--- config.mk ---
export PLATFORM = sky130hd
export DESIGN_NAME = jk_bank_arbiter_flat
export DESIGN_NICKNAME = d
export VERILOG_FILES = /design/src/rtl/jk_bank_arbiter_if.sv /design/src/rtl/jk_bank_arbiter.sv /design/src/flat_wrapper.sv
export SDC_FILE = /design/constraint.sdc
export NUM_CORES = 1
export LEC_CHECK = 0
export ABC_AREA = 1
export BUFFER_PORTS_ARGS = -buffer_cell sky130_fd_sc_hd__buf_2
export CAP_MARGIN = 20
export CORE_MARGIN = 1
export CORE_UTILIZATION = 60
export CTS_BUF_LIST = sky130_fd_sc_hd__clkbuf_8
export CTS_CLUSTER_SIZE = 40
export DETAILED_ROUTE_END_ITERATION = 10
export GPL_ROUTABILITY_DRIVEN = 0
export PLACE_DENSITY = 0.86
export RECOVER_POWER = 50
export SLEW_MARGIN = 0
export SYNTH_ARGS = -nofsm -noshare
export SYNTH_HDL_FRONTEND = slang
export SYNTH_SLANG_ARGS = --single-unit
--- constraint.sdc ---
create_clock -name clk -period 3.2 [get_ports clk]
set_input_delay 0.64 -clock clk [delete_from_list [all_inputs] [get_ports clk]]
set_output_delay 0.64 -clock clk [all_outputs]
set_load 0.01 [all_outputs]
--- src/rtl/jk_bank_arbiter_if.sv ---
// Two-requester command/handshake bundle for the JK bank arbiter.
interface jk_bank_arbiter_if #(
    parameter int unsigned AW = 3
);
    logic          req0_valid;
    logic [AW-1:0] req0_addr;
    logic [1:0]    req0_op;
    logic          req0_ready;
    logic          req1_valid;
    logic [AW-1:0] req1_addr;
    logic [1:0]    req1_op;
    logic          req1_ready;

    modport master (
        output req0_valid, req0_addr, req0_op,
        output req1_valid, req1_addr, req1_op,
        input  req0_ready, req1_ready
    );

    modport slave (
        input  req0_valid, req0_addr, req0_op,
        input  req1_valid, req1_addr, req1_op,
        output req0_ready, req1_ready
    );
endinterface

--- src/rtl/jk_bank_arbiter.sv ---
// Bank of N JK bits shared by two requesters; round-robin grant, then a
// fixed IDLE -> APPLY -> DONE sequence per command.
module jk_bank_arbiter #(
    parameter int unsigned N  = 8,
    parameter int unsigned AW = 3
) (
    input  logic                clk,
    input  logic                reset,
    jk_bank_arbiter_if.slave    req,
    output logic [N-1:0]        q,
    output logic [N-1:0]        q_bar,
    output logic                busy,
    output logic                err,
    output logic                last_grant
);

    typedef enum logic [1:0] {
        IDLE  = 2'd0,
        APPLY = 2'd1,
        DONE  = 2'd2
    } state_e;

    state_e        state_q, state_d;
    logic          id_q, id_d;
    logic [AW-1:0] addr_q, addr_d;
    logic [1:0]    op_q, op_d;
    logic [N-1:0]  q_q, q_d;
    logic [N-1:0]  q_bar_q, q_bar_d;
    logic          ready0_q, ready0_d;
    logic          ready1_q, ready1_d;
    logic          err_q, err_d;
    logic          busy_q, busy_d;
    logic          last_grant_q, last_grant_d;

    logic          in_range_c;
    logic [N-1:0]  sel_c;

    // Out-of-range addresses select no bit, so APPLY leaves the bank untouched.
    assign in_range_c = (32'(addr_q) < N);
    assign sel_c      = in_range_c ? (N'(1) << addr_q) : '0;

    always_comb begin
        state_d      = state_q;
        id_d         = id_q;
        addr_d       = addr_q;
        op_d         = op_q;
        q_d          = q_q;
        last_grant_d = last_grant_q;
        ready0_d     = 1'b0;
        ready1_d     = 1'b0;
        err_d        = 1'b0;

        case (state_q)
            IDLE: begin
                if (req.req0_valid || req.req1_valid) begin
                    // On a tie the requester that was not granted last wins.
                    if (req.req0_valid && req.req1_valid) id_d = ~last_grant_q;
                    else                                  id_d = req.req1_valid;
                    addr_d       = id_d ? req.req1_addr : req.req0_addr;
                    op_d         = id_d ? req.req1_op   : req.req0_op;
                    last_grant_d = id_d;
                    state_d      = APPLY;
                end
            end
            APPLY: begin
                case (op_q)
                    2'b01:   q_d = q_q & ~sel_c;
                    2'b10:   q_d = q_q | sel_c;
                    2'b11:   q_d = q_q ^ sel_c;
                    default: q_d = q_q;
                endcase
                state_d = DONE;
            end
            DONE: begin
                ready0_d = ~id_q;
                ready1_d = id_q;
                err_d    = ~in_range_c;
                state_d  = IDLE;
            end
            default: state_d = IDLE;
        endcase

        q_bar_d = ~q_d;
        busy_d  = (state_d != IDLE);
    end

    always_ff @(posedge clk or negedge reset) begin
        if (!reset) begin
            state_q      <= IDLE;
            id_q         <= 1'b0;
            addr_q       <= '0;
            op_q         <= 2'b00;
            q_q          <= '0;
            q_bar_q      <= '1;
            ready0_q     <= 1'b0;
            ready1_q     <= 1'b0;
            err_q        <= 1'b0;
            busy_q       <= 1'b0;
            last_grant_q <= 1'b1;
        end else begin
            state_q      <= state_d;
            id_q         <= id_d;
            addr_q       <= addr_d;
            op_q         <= op_d;
            q_q          <= q_d;
            q_bar_q      <= q_bar_d;
            ready0_q     <= ready0_d;
            ready1_q     <= ready1_d;
            err_q        <= err_d;
            busy_q       <= busy_d;
            last_grant_q <= last_grant_d;
        end
    end

    assign q              = q_q;
    assign q_bar          = q_bar_q;
    assign busy           = busy_q;
    assign err            = err_q;
    assign last_grant     = last_grant_q;
    assign req.req0_ready = ready0_q;
    assign req.req1_ready = ready1_q;

endmodule
--- src/flat_wrapper.sv ---
// flat-port wrapper written by rule: the top's interface ports become plain ports
module jk_bank_arbiter_flat 
#(
    parameter int unsigned N  = 8,
    parameter int unsigned AW = 3
)
  (clk, reset, q, q_bar, busy, err, last_grant, req_req0_valid, req_req0_addr, req_req0_op, req_req1_valid, req_req1_addr, req_req1_op, req_req0_ready, req_req1_ready);
  jk_bank_arbiter_if #(.AW(AW)) req_i ();
  input  logic clk;
  input  logic reset;
  output logic [N-1:0] q;
  output logic [N-1:0] q_bar;
  output logic busy;
  output logic err;
  output logic last_grant;
  input wire logic [$bits(req_i.req0_valid)-1:0] req_req0_valid;
  input wire logic [$bits(req_i.req0_addr)-1:0] req_req0_addr;
  input wire logic [$bits(req_i.req0_op)-1:0] req_req0_op;
  input wire logic [$bits(req_i.req1_valid)-1:0] req_req1_valid;
  input wire logic [$bits(req_i.req1_addr)-1:0] req_req1_addr;
  input wire logic [$bits(req_i.req1_op)-1:0] req_req1_op;
  output wire logic [$bits(req_i.req0_ready)-1:0] req_req0_ready;
  output wire logic [$bits(req_i.req1_ready)-1:0] req_req1_ready;
  assign req_i.req0_valid = req_req0_valid;
  assign req_i.req0_addr = req_req0_addr;
  assign req_i.req0_op = req_req0_op;
  assign req_i.req1_valid = req_req1_valid;
  assign req_i.req1_addr = req_req1_addr;
  assign req_i.req1_op = req_req1_op;
  assign req_req0_ready = req_i.req0_ready;
  assign req_req1_ready = req_i.req1_ready;
  jk_bank_arbiter #(.N(N), .AW(AW)) u_core (.clk(clk), .reset(reset), .req(req_i), .q(q), .q_bar(q_bar), .busy(busy), .err(err), .last_grant(last_grant));
endmodule
==> results of run 1 <==
==> layout make-up <==
type,count,area [sq um]
Clock buffer,4,55.05
Fill cell,228,825.8
Inverter,29,118.9
Multi-Input combinational cell,155,868.3
Sequential cell,28,711.9
Tap cell,31,38.79
Timing Repair Buffer,33,162.7
==> cells by family (layout without fill, tap and decap cells) <==
logic type / Yosys count / count (layout)
adders and majority gates: 16 / 16
AOI/OAI and AO/OA: 10 / 10
and+or+nand+nor: 128 / 128
other: 1 / 1
DFF: 28 / 28
buffers and inverters: 36 / 66
==> placed cells by master, fill, tap and decap left out, types with 3 or more instances in the layout <==
master	netlist	final
inv_1	23	25
ha_1	16	16
o21ai_1	6	6
nand3_1	54	54
buf_2	1	31
dfrtp_1	19	19
nor2_1	0	3
nand2_1	59	59
nand2_2	5	5
dfstp_2	9	9
clkbuf_8	0	4
nand3b_1	3	3
==> metal layers <==
metal	GRT usage, %	up-vias	share of wire (%)
li1	-	771	-
met1	30.12	660	47
met2	38.32	40	48
met3	2.765	4	4.0
met4	6.272	0	0.86
met5	0	-	0
==> worst register-to-register path, stage by stage (launching register included) <==
cell     delay [ns]
dfrtp_1        0.39
inv_2          0.05
nor2_1         0.69
nand2_8        0.24
inv_2          0.23
nand2_1        0.08
nand2_1        0.06
==> per-stage QoR <==
step,instance area (sq um),hold slack (ns),setup slack (ns)
floorplan,1790,0.3444,1.879
detailed placement,1929,0.4196,1.721
CTS,1984,0.3803,1.604
global placement,1929,0.4129,1.754
global route,1956,0.4690,1.285
finish,1956,0.4339,1.412
==> path summary, 6_finish.rpt <==
kind	start	end	depth (start not counted)	slack, ns
min	u_core.id_q$_DFFE_PN0P_	u_core.req.req0_ready$_DFF_PN0_	1	0.43
max in group asynchronous	reset	async pin	1	1.72
min reg2reg	u_core.id_q$_DFFE_PN0P_	u_core.req.req0_ready$_DFF_PN0_	1	0.43
max	u_core.state_q[0]$_DFF_PN0_	flip-flop	6	1.41
min in group asynchronous	reset	async pin	1	0.67
max reg2reg	u_core.state_q[0]$_DFF_PN0_	flip-flop	6	1.41
==> power groups by stage <==
stage	Combinational (mW)	Clock, mW	Sequential (mW)
6_report	0.812	0.213	0.665
5_1_grt	0.929	0.233	0.681
4_1_cts	0.842	0.219	0.671
3_5_place_dp	0.837	0	0.676
3_3_place_gp	0.826	0	0.669
2_1_floorplan	0.697	0	0.645
==> cell usage after synthesis <==
cell,number
a21oi_1,1
buf_2,1
nor2_4,1
o21ai_1,6
nand2_2,5
inv_6,2
dfstp_2,9
inv_1,23
dfrtp_1,19
nor3_1,2
nor2_2,1
nor2_8,1
o21ai_2,2
buf_6,2
nand2_8,2
ha_1,16
inv_2,4
nand2_1,59
buf_8,1
buf_4,3
nand3b_1,3
o21ai_0,1
conb_1,1
nand3_1,54
==> results.cfg, run 1 <==
[synth]
synth_compound_area_share_pct = 3.215
synthesis.nets = 249
yosys.cell_types.count = 24
netlist_area_sq_mm = 0.001790
synthAdderAreaFrac_pct = 11.18
synthMuxAreaShare_pct = 0
synth-simple-area-share_pct = 35.36
synth_area_leader_cell = dfrtp_1
yosys-top-cells-area = dfrtp_1 27%, nand3_1 15%, dfstp_2 13%, nand2_1 12%, ha_1 11%
synth_top_area_share_pct = 26.55
synthXorXnorAreaFrac_pct = 0
synth_top_family_by_area = simple AND/OR/NAND/NOR gates
synthCells = 219
avgSynthCellArea_sq_um = 8.176
synth-seq-cells = 28
yosys_warnings = 0
ys_seq_area_share_pct = 39.76

[outcome]
status = complete, no violations

[timing]
timing.final.crit_share_pct = 55.87
fmax_mhz = 559.4
setup-tns-final_ns = 0
finClkSkew_ns = 0.002022
relSlewSlack_pct = 7.406
slew_violations = 0
setup_viol = 0
period_minus_slack_ns = 1.788
rsz0062_at_grt = false
tightest_slew_ns = 1.389
hold_viol = 0

[place]
numPortBuffers = 33
dp_cells = 276
dp_hpwl_um = 2442

[power]
ir_drop_v = 0.0005920
p_switching_mw = 0.7787
swShare_pct = 46.09
p_int_mw = 0.9108
pwr-share-clk_pct = 12.6
p_per_area_mw_per_mm2 = 863.9
pwr-share-comb_pct = 48.1
p_leak_nw = 1.121
pwr-share-seq_pct = 39.4
power_mw = 1.690

[clock_tree]
cts_tree = built
cts_sinks = 28
clk_pin_slew_worst_paths_ns = 0.09
postCtsHoldBufs = 0
h-tree-depth = 1
cts-root-buf = clkbuf_8
ctsResizeCount = 0
cts_buffer_depth = 2
numCtsBuffers = 3
clk_latency_ns = 0.27
post_cts.repair.setup_buffers = 0

[setup_path]
critPathSlowestCell = nor2_1
startpoint_type = flip-flop
required_ns = 3.41
crit_chain = inv_2, nor2_1, nand2_8, inv_2, nand2_1, nand2_1
arrival_ns = 2.00
cpLargestDelayFamily = simple AND/OR/NAND/NOR gates
crit_buf_inv = 2
cp-end-kind = flip-flop
crit_type = reg -> reg
crit_path_max_fanout = 17
slowest_delay_ns = 0.69

[global_route]
antenna_found_initial = 0
grt_pass1_wl_um = 5678
grt_pass1_vias = 1297
grt.overflow.total = 0
grt_max_degree = 29
grt_use_total_pct = 22.50

[layout]
area_delta_synth_final_pct = 9.225
instances_no_fill = 280
utilization_pct = 70.31
nets = 280
diodes = 0
drive_above_1_share_pct = 22.89

[floorplanning]
ios = 35
die_w_um = 56.63
dieHeight_um = 56.63
initial_core_util_pct = 64.37
die_area_sq_mm = 0.003206
num_rows = 19
core-area_sq_mm = 0.002781

[detailed_routing]
routed_wl_um = 3251
drtIter0Drc = 42
ant_nets = 0
vias_per_cell = 5.268
vias = 1475
firstDrtPassIters = 4
route.detailed.drc = 0
wire_per_inst_um = 11.61

[run]
maxCapViolations = 0

[hold_path]
hp-class = reg -> reg
(Power assumes the default switching activity.)
==> run 2, diff against run 1 <==
- CORE_UTILIZATION: 60 -> 57
- PLACE_DENSITY: 0.86 -> 0.82
- clock period: 3.2 -> 1.85 ns (I/O delays scaled with it)
==> run 2 against run 1 <==
  * The flow now finishes with violations (DRC)
  * First-iteration DRC count is 40% higher
  * Clock skew is 0.0021 ns higher
  * Largest cell class unchanged
  * Cell count increased by 4.6%
  * Total power increased by 86%
  * Combinational power increased by 93%
  * Routed wire length up 11%
  * Flip-flop and latch count stayed put
  * Non-clock buffer count up 2
  * Global-route usage is 1.1 points higher
  * Highest routed layer unchanged
  * Clock power grew 130%
  * Count of clock-buffer cells in the layout down 1
  * Sequential share of layout area is 1.1 points lower
==> results.cfg, run 2 (same netlist as run 1, synthesis figures left out) <==
[outcome]
status = finished with violations
violations = DRC

[global_route]
grtUsageMet2_pct = 40.23
grt.overflow.total = 0
grt_util_met3_pct = 2.009
globalRoute.busiestLayer = met2
grt_pass1_wl_um = 6085
gr-usage-met1_pct = 30.42
antenna_found_initial = 0
grt_use_total_pct = 23.59
grt_max_degree = 29
grt_pass1_vias = 1384

[power]
pwr-share-clk_pct = 15.6
power_mw = 3.140
p_leak_nw = 1.138
pwr-share-seq_pct = 34.2
p_switching_mw = 1.431
pwr-share-comb_pct = 50.1
p_int_mw = 1.709
ir_drop_v = 0.0007381
p_per_area_mw_per_mm2 = 1557
swShare_pct = 45.57

[setup_path]
arrival_ns = 1.69
r2r-start = u_core.state_q[0]$_DFF_PN0_
crit_type = reg -> reg
worst-r2r-setup-slack_ns = 0.34
crit_path_max_fanout = 9
startpoint_type = flip-flop
cp-end-kind = flip-flop
rr_endpoint = u_core.addr_q[0]$_DFFE_PN0P_
startpoint = u_core.state_q[0]$_DFF_PN0_
rr_worst_depth = 6
required_ns = 2.03

[clock_tree]
clk_pin_slew_worst_paths_ns = 0.10
cts_buffer_depth = 2
cts-root-buf = clkbuf_8
cts_tree = built
postCtsHoldBufs = 0
h-tree-depth = 1
numCtsBuffers = 3
post_cts.repair.setup_buffers = 0
cts_sinks = 28
ctsResizeCount = 0
clk_latency_ns = 0.28

[timing]
timing.final.crit_share_pct = 81.42
relSlewSlack_pct = 2.735
rsz0062_at_grt = false
fmax_mhz = 663.9
setup_viol = 0
setup-tns-final_ns = 0
slew_violations = 0
period_minus_slack_ns = 1.506
finClkSkew_ns = 0.004171
tightest_slew_ns = 1.459
hold_viol = 0

[hold_path]
hp-class = in -> reg
holdPathEnd = u_core.addr_q[2]$_DFFE_PN0P_
hold_path_depth = 5
holdCritStartpoint = req_req0_addr[2]

[detailed_routing]
vias = 1530
firstDrtPassIters = 7
wire_per_inst_um = 12.29
routed_wl_um = 3600
route.detailed.drc = 3
ant_nets = 0
vias_per_cell = 5.222
drtIter0Drc = 59

[layout]
area_delta_synth_final_pct = 12.65
final_common_cell = nand2_1
nets = 282
n_fill_cell = 247
diodes = 0
drive_above_1_share_pct = 23.51
layout_common_cells = 59 x nand2_1, 54 x nand3_1, 29 x buf_2

[place]
dp_hpwl_um = 2513
numPortBuffers = 33

[floorplanning]
die_area_sq_mm = 0.003369
num_rows = 19
core-area_sq_mm = 0.002877
die_w_um = 58.05
dieHeight_um = 58.05
initial_core_util_pct = 62.24
ios = 35

[run]
maxCapViolations = 0
-- run 2: cell types whose count changed in the layout (fill, tap and decap cells not counted) --
cell | previous run | this run
clkbuf_8 | 4 | 3
nor2_8 | 0 | 1
nor2_1 | 3 | 1
clkbuf_1 | 2 | 4
buf_4 | 0 | 2
bufinv_16 | 0 | 1
nor2_2 | 0 | 1
buf_2 | 31 | 29
-- run 2: area by class of cell --
class                   count  area (sq um)  share of cell area, %
multi-input cells         155         887.1                  43.98
clock buffers               3         41.29                  2.047
clock inverters             1         30.03                  1.489
well taps                  42         52.55                  2.605
repair buffers             35         175.2                  8.685
flip-flops and latches     28         711.9                  35.30
inverters                  29         118.9                  5.893
-- run 2: how the worst max path moves through the flow --
stage	endpoint	slack, ns
floorplan	flip-flop	0.60
global placement	flip-flop	0.51
detailed placement	flip-flop	0.48
CTS	flip-flop	0.45
global route	u_core.addr_q[0]$_DFFE_PN0P_	0.18
finish	u_core.addr_q[0]$_DFFE_PN0P_	0.34
-- run 2: critical path, cell delays in order (launching register included) --
cell and delay, ns:
dfrtp_1 0.41, inv_1 0.19, nand2_1 0.09, nor2_1 0.44, inv_2 0.14, nand2_1 0.10
nand2_1 0.05
-- run 2: stage by stage --
stage                     hold WS, ns  instances  instance area, sq um  utilization [%]  setup slack, ns
after global placement         0.4123        289                  1958            68.07           0.5050
final                          0.3610        293                  2017            70.12           0.3437
after global routing           0.3933        293                  2017            70.12           0.1797
after floorplan               0.07441        219                  1790                -           0.6033
after CTS                      0.1104        293                  2029            70.55           0.4462
after detailed placement       0.4149        289                  1958            68.07           0.4768
-- run 2: power groups by stage --
stage / combinational, mW / sequential (mW) / clock [mW]
2_1_floorplan: 1.21 / 1.11 / 0
3_3_place_gp: 1.55 / 1.08 / 0
3_5_place_dp: 1.58 / 1.09 / 0
4_1_cts: 1.60 / 1.07 / 0.499
5_1_grt: 1.78 / 1.10 / 0.525
6_report: 1.57 / 1.08 / 0.491
-- run 2: layer usage --
| layer | up-vias | share of wire, % |
|---|---|---|
| met2 | 56 | 50 |
| li1 | 774 | - |
| met1 | 693 | 43 |
| met5 | - | 0 |
| met4 | 0 | 1.9 |
| met3 | 7 | 5.6 |
